===== src/rtl/cva6_wbuf_merge.sv =====
// Parametrised FIFO write buffer between the store unit and the data-memory port,
// with load-address hazard check. Optional same-word store merging: CVA6_WBUF_MERGE_EN.
module cva6_wbuf_merge #(
    parameter int unsigned XLEN       = 64,
    parameter int unsigned ADDR_WIDTH = 64,
    parameter int unsigned DEPTH      = 8
) (
    input  logic                  clk_i,
    input  logic                  rst_i,
    input  logic                  req_valid_i,
    output logic                  req_ready_o,
    input  logic [ADDR_WIDTH-1:0] req_addr_i,
    input  logic [XLEN-1:0]       req_data_i,
    input  logic [XLEN/8-1:0]     req_be_i,
    output logic                  mem_valid_o,
    input  logic                  mem_ready_i,
    output logic [ADDR_WIDTH-1:0] mem_addr_o,
    output logic [XLEN-1:0]       mem_data_o,
    output logic [XLEN/8-1:0]     mem_be_o,
    input  logic                  flush_i,
    output logic                  empty_o,
    input  logic [ADDR_WIDTH-1:0] chk_addr_i,
    output logic                  chk_hit_o
);
    localparam int unsigned BW  = XLEN / 8;
    localparam int unsigned OFF = $clog2(BW);
    localparam int unsigned WW  = ADDR_WIDTH - OFF;
    localparam int unsigned IW  = $clog2(DEPTH);
    localparam int unsigned PW  = IW + 1;
    localparam logic [PW-1:0] DEPTH_P = PW'(DEPTH);
    localparam logic [PW-1:0] LAST_P  = PW'(DEPTH - 1);

    logic [DEPTH-1:0] ent_valid;
    logic [WW-1:0]    ent_waddr [DEPTH];
    logic [XLEN-1:0]  ent_data  [DEPTH];
    logic [BW-1:0]    ent_be    [DEPTH];

    logic [PW-1:0] head, tail, count;
    logic [IW-1:0] head_idx, tail_idx;
    logic [WW-1:0] req_waddr, chk_waddr;
    logic          merge, push, pop, alloc;
    logic          unused_low_bits;

    function automatic logic [PW-1:0] ptr_inc(input logic [PW-1:0] p);
        return (p == LAST_P) ? '0 : p + PW'(1);
    endfunction

    assign head_idx  = head[IW-1:0];
    assign tail_idx  = tail[IW-1:0];
    assign req_waddr = req_addr_i[ADDR_WIDTH-1:OFF];
    assign chk_waddr = chk_addr_i[ADDR_WIDTH-1:OFF];
    assign unused_low_bits = ^{req_addr_i[OFF-1:0], chk_addr_i[OFF-1:0]};

`ifdef CVA6_WBUF_MERGE_EN
    logic [IW-1:0] young_idx;
    assign young_idx = (tail == '0) ? IW'(DEPTH - 1) : IW'(tail - PW'(1));
    // The head is excluded so a presented request never changes under the memory port.
    assign merge = (count >= PW'(2)) && ent_valid[young_idx]
                && (ent_waddr[young_idx] == req_waddr) && (young_idx != head_idx);
`else
    assign merge = 1'b0;
`endif

    assign empty_o     = (count == '0);
    assign mem_valid_o = !empty_o;
    assign req_ready_o = !flush_i && ((count < DEPTH_P) || merge);
    assign push        = req_valid_i && req_ready_o;
    assign pop         = mem_valid_o && mem_ready_i;
    assign alloc       = push && !merge;

    assign mem_addr_o = mem_valid_o ? {ent_waddr[head_idx], {OFF{1'b0}}} : '0;
    assign mem_data_o = mem_valid_o ? ent_data[head_idx] : '0;
    assign mem_be_o   = mem_valid_o ? ent_be[head_idx] : '0;

    always_comb begin
        chk_hit_o = 1'b0;
        for (int unsigned i = 0; i < DEPTH; i++) begin
            if (ent_valid[i] && (ent_waddr[i] == chk_waddr)) chk_hit_o = 1'b1;
        end
    end

    always_ff @(posedge clk_i) begin
        if (rst_i) begin
            head      <= '0;
            tail      <= '0;
            count     <= '0;
            ent_valid <= '0;
            for (int unsigned i = 0; i < DEPTH; i++) begin
                ent_waddr[i] <= '0;
                ent_data[i]  <= '0;
                ent_be[i]    <= '0;
            end
        end else begin
            if (pop) begin
                ent_valid[head_idx] <= 1'b0;
                head                <= ptr_inc(head);
            end
`ifdef CVA6_WBUF_MERGE_EN
            if (push && merge) begin
                for (int unsigned b = 0; b < BW; b++) begin
                    if (req_be_i[b]) begin
                        ent_data[young_idx][b*8 +: 8] <= req_data_i[b*8 +: 8];
                        ent_be[young_idx][b]          <= 1'b1;
                    end
                end
            end
`endif
            if (alloc) begin
                ent_valid[tail_idx] <= 1'b1;
                ent_waddr[tail_idx] <= req_waddr;
                ent_data[tail_idx]  <= req_data_i;
                ent_be[tail_idx]    <= req_be_i;
                tail                <= ptr_inc(tail);
            end
            if (alloc && !pop) begin
                count <= count + PW'(1);
            end else if (pop && !alloc) begin
                count <= count - PW'(1);
            end
        end
    end
endmodule


===== config.mk =====
export PLATFORM = sky130hd
export DESIGN_NAME = cva6_wbuf_merge
export DESIGN_NICKNAME = d
export VERILOG_FILES = /design/src/rtl/cva6_wbuf_merge.sv
export SDC_FILE = /design/constraint.sdc
export NUM_CORES = 2
export LEC_CHECK = 0
export BUFFER_PORTS_ARGS = -buffer_cell sky130_fd_sc_hd__buf_2
export CORE_ASPECT_RATIO = 0.8
export CORE_UTILIZATION = 45
export DETAILED_ROUTE_END_ITERATION = 7
export MAX_ROUTING_LAYER = met4
export PLACE_DENSITY = 0.72
export SLEW_MARGIN = 5
export SYNTH_ARGS = -nofsm -noshare
export SYNTH_HDL_FRONTEND = slang
export SYNTH_SLANG_ARGS = --single-unit

===== constraint.sdc =====
create_clock -name clk_i -period 4.5 [get_ports clk_i]
set_input_delay 0.225 -clock clk_i [delete_from_list [all_inputs] [get_ports clk_i]]
set_output_delay 0.225 -clock clk_i [all_outputs]
set_load 0.03 [all_outputs]

* Word level (Yosys, flattened, before mapping)
Memories as Yosys holds them, arrays and structs flattened. A register that Yosys moved wholly into a read port is not among the register bits.
Index checks and enable logic that the tools add are counted.
** Cells by class
- Multipliers :: 0
- Div/mod/pow operators :: 0
- Bitwise operators :: 3
- Magnitude comparators :: 5
- Reduce and logical (&&, ||, !) cells :: 24
- Muxes and demuxes :: 42
- $add $sub $neg :: 4
- Shift operators :: 0
- Equality and inequality tests :: 10
** Operators by type and width (number)
- equality test 61 bit :: 8
- two-way mux 64 bit :: 3
- OR reduction 64 bit :: 1
- two-way mux 61 bit :: 1
- OR reduction 61 bit :: 1
- two-way mux 8 bit :: 5
- two-way mux 3 bit :: 9
- two-way mux 1 bit :: 18
- two-way mux 4 bit :: 4
- logical AND 1 bit :: 15
- adder 4 x 1 -> 4 bit (second input constant) :: 3
- bitwise AND 8 bit :: 1
- equality test 4 x 3 -> 1 bit (second input constant) :: 2
- less-than comparator 3 x 4 -> 1 bit (second input constant) :: 2
- NOT 8 bit :: 1
- OR 8 bit :: 1
- OR reduction 8 bit :: 1
- demux 1 bit (select 3 bit) :: 2
- greater-or-equal comparator 3 x 1 -> 1 bit (second input constant) :: 2
- zero test 1 bit :: 4
- zero test 4 bit :: 1
- less-than comparator 4 bit (second input constant) :: 1
- subtractor 4 x 1 -> 4 bit (second input constant) :: 1
- nonzero test 2 bit :: 1
** Word-level totals
- Bits in latches :: 0
- Output and inout bits :: 140
- Bits in registers :: 20
- ROM bits :: 0
- Input port bits :: 205
- RAM bits :: 1064
- Logic and storage cells :: 95
- Memories kept :: 3
** Memories
- ent_data :: words 8, bits a word 64, read ports 1, clocked after memory_dff 1, write ports 8, line 35 : logic [XLEN-1:0] ent_data [DEPTH];
- ent_waddr :: words 8, bits a word 61, read ports 9, clocked after memory_dff 1, write ports 8, line 34 : logic [WW-1:0] ent_waddr [DEPTH];
- ent_be :: words 8, bits a word 8, read ports 1, clocked after memory_dff 1, write ports 8, line 36 : logic [BW-1:0] ent_be [DEPTH];

* Logic depth before layout (Yosys ltp)
An unclocked memory read counts as a cell.
- Depth after elaboration :: 11
- Depth in mapped cells :: 11
- Mapped depth without buffers :: 11

* Worst setup path after synthesis
Ideal clock, no wire load.
- Path kind :: register -> register
- From :: register count[3]
- To :: memory ent_be[2][0] (netlist bit) (enable)
- Library setup time :: 0.502 ns
- Path slack :: -0.806 ns
- Arrival :: 4.805 ns
- Stages on the path, launching flop included :: 9
- Buffers on the path :: 3
- Required time :: 3.998 ns
- Clock period less this slack :: 5.306 ns
- Cell sequence :: dfxtp_1 > nor2_1 > nand2_1 > nor2_1 > clkbuf_1 > and3_1 > buf_2 > buf_2 > or2_1
** RTL lines
- from (decl) :: line 38 : logic [PW-1:0] head, tail, count;
- from (signal assigned) :: line 116 : count <= count + PW'(1);
- from (signal assigned) :: line 118 : count <= count - PW'(1);
- to (decl) :: line 36

==> results.tsv <==
stage	metric	value	unit
outcome	status	completed	
yosys	synth_ff_type	edfxtp_1	
sta	finalHoldViolCount	0	
clock_network	cts_buffers	108	
pwr	p_leak	23.05	nW
yosys	syn_area	54290	µm²
drt	first_pass_iters	6	
worst_setup_path	crit_top_cell	or4_1	
drt	ant_nets	0	
yosys	synth-edff-count	1064	
hold_path	hold_depth	5	
worst_setup_path	arrival	3930	ps
pwr	ir_drop	0.4787	mV
hold_path	min-delay-start	flush_i	
global_routing	grt_max_degree	135	
global_routing	grt_pass1_vias	33960	
yosys	synth_warnings	0	
worst_setup_path	startpoint_type	flop	
sta	skew	46.97	ps
drt	drt-wirelength-per-cell	34.00	µm
worst_setup_path	r2r_cells	6	
worst_setup_path	slowest_delay	690	ps
drt	vias_per_cell	5.968	
drt	drt_iter0_drc	4954	
worst_setup_path	crit_required	4280	ps
sta	setup_slack	345.9	ps
worst_setup_path	critPathBufInv	1	
yosys	synth_cells	3805	
die	io_pins	345	
finish	final_cell_area	62780	µm²
clock_network	worstSkewPairLatency	740	ps
drt	drc	0	
global_routing	antenna_found_initial	31	
place	gp_congestion	1.039	
die	die-area	122000	µm²
sta	slew_viol_final	0	
finish	area_delta_synth_final	15.64	%
sta	fin_crit_sh	92.31	%
pwr	p_per_area	451.6	nW/µm²
place	place_area	57800	µm²
sta	period_needed	4154	ps
die	die_y	312.7	µm
worst_setup_path	endpoint_kind	output port	
worst_setup_path	crit_family	simple AND/OR/NAND/NOR gates	
die	coreArea	119200	µm²
die	start_util	45.55	%
clock_network	clock-sinks	1087	
clock_network	cts_tree	yes	
run	cap_violations	0	
place	port_buffers	335	
place	hpwl	133900	µm
sta	fmax	240.7	MHz
clock_network	cts.htree.levels	3	
sta	worstMarginPinSlew	1160	ps
finish	fin_util	52.67	%
clock_network	cts_resized	0	
drt	drt-total-wl	200500	µm
worst_setup_path	startpoint	ent_waddr[4][10]	
clock_network	path_clk_slew	70	ps
worst_setup_path	slowest_stage	nor4_1	
hold_path	hold_path.class	in2reg	
worst_setup_path	crit_type	reg2out	
yosys	syn_area_per_cell	14.27	µm²
finish	layout-drive-gt1-share	20.41	%
global_routing	grt_pass1_wl	275500	µm
yosys	ys_seq_area_share	59.70	%
sta	rsz0062_at_grt	false	
worst_setup_path	rr_startpoint	count[3]	
global_routing	grtUsageTotal	33.72	%
worst_setup_path	worstPathCellList	xor2_1 -> nor4_1 -> nand4_1 -> or4_1 -> o22ai_1 -> or4_1 -> buf_2	
yosys	synth.distinct_cells	58	
worst_setup_path	timing.critical_path.fanout_max	2	
yosys	ys_ff_latch	1087	
sta	tns	0	ps
worst_setup_path	rr_endpoint	ent_waddr[0][37]	
finish	nets	4382	
die	rows	113	
hold_path	min_to	tail[1]	
place	dp_worst_setup_slack	1288	ps
clock_network	clockRootBuffer	clkbuf_16	
global_routing	grt_overflow	0	
sta	maxSlewHeadroom	20.69	%
worst_setup_path	ff2ff_setup_slack	1200	ps
sta	finalSetupViolCount	0	
yosys	async_flop_share	0	%
die	die_x	390.3	µm
clock_network	clk_path_buf_depth	3	
drt	vias	35190	
[worst max path at each step]
stage                      to  depth (start not counted)  slack (ps)
4_1_cts             chk_hit_o                          7         490
6_report            chk_hit_o                          7         350
5_1_grt             chk_hit_o                          7         230
2_1_floorplan    ent_be[2][0]                          8         540
3_3_place_gp        chk_hit_o                          7        1250
3_5_place_dp   ent_data[6][3]                          6        1290
[power breakdown]
group | leakage, nW | internal, mW | switching, mW
logic | 10.1 | 2.51 | 4.70
registers | 11.2 | 11.6 | 0.353
clock network | 1.72 | 5.14 | 4.09
[flip-flops by register name (all words and copies together), names as in the netlist, named ones only]
name and cells:
count 4, ent_waddr 488, head 4, ent_be 64, tail 4, ent_data 512, ent_valid 8
[synth_stat cells (12+ instances only)]
cell type,n,area (µm²)
inv_2,14,52.55
edfxtp_1,1064,31950
xnor2_1,242,2120
inv_1,51,191.4
nand2b_1,25,156.4
dfxtp_1,23,460.4
nor4_1,57,356.6
nand4_1,72,450.4
mux4_2,266,5991
and3_1,140,875.8
buf_1,22,82.58
a21oi_1,12,60.06
and2_1,933,5837
o22ai_1,26,162.7
xor2_1,156,1366
clkbuf_1,173,649.4
nor2_1,151,566.8
mux2i_1,134,1341
buf_2,89,445.4
a22oi_1,13,97.59
nand2_1,17,63.81
[cell usage in the layout (no fill, tap or decap), types with 108 or more instances in the layout]
master	Yosys	layout
xor2_1	156	156
and2_1	933	933
mux2i_1	134	134
and3_1	140	135
edfxtp_1	1064	1064
clkbuf_16	0	108
xnor2_1	242	242
buf_2	89	335
nor2_1	151	149
mux4_2	266	266
dlygate4sd3_1	0	137
[repair_timing]
action / in CTS / in global routing
hold endpoints to repair: 1080 / 0
setup buffers: 0 / 0
hold buffers: 137 / 0
[cells by family after synthesis]
kind of cell	share of synthesized area (%)
AO/OA/AOI/OAI	1.574
XOR/XNOR	6.451
adder cells (fa/ha/maj)	0.1521
buffers and inverters	2.736
flip-flops	59.70
multiplexers	13.51
other	0.006907
AND/OR/NAND/NOR	15.88
[per-stage QoR]
stage	power, mW	hold slack (ps)	cells
6_report	28.35	72.66	5897
5_1_grt	29.12	136.8	5892
4_1_cts	28.43	41.93	5868
3_5_place_dp	19.21	501.3	5534
3_3_place_gp	19.17	486.7	5534
2_1_floorplan	16.55	399.0	3807
[final cells by class]
class                      instances  area [µm²]
timing repair buffer             546        4004
clock inverter                    67       730.7
fill                            9962       56410
clock buffer                     130        2805
inverter                          65       249.0
tap                             1610        2014
multi-input combinational       2363       20480
sequential                      1087       32420
antenna                           29       72.57
[worst reg2reg max path, cell delays in order, from the launching register on]
cell     delay, ps
dfxtp_1        340
nor2_1         130
nand2_1        190
nor2_4         390
buf_4          820
buf_4          860
and3_1         400
[layer usage]
layer	routed length [µm]	track usage (%)
met2	90940	49.70
met1	82560	47.14
met4	5236	8.298
met3	21760	8.164
met5	0	-
(Power assumes the default switching activity.)
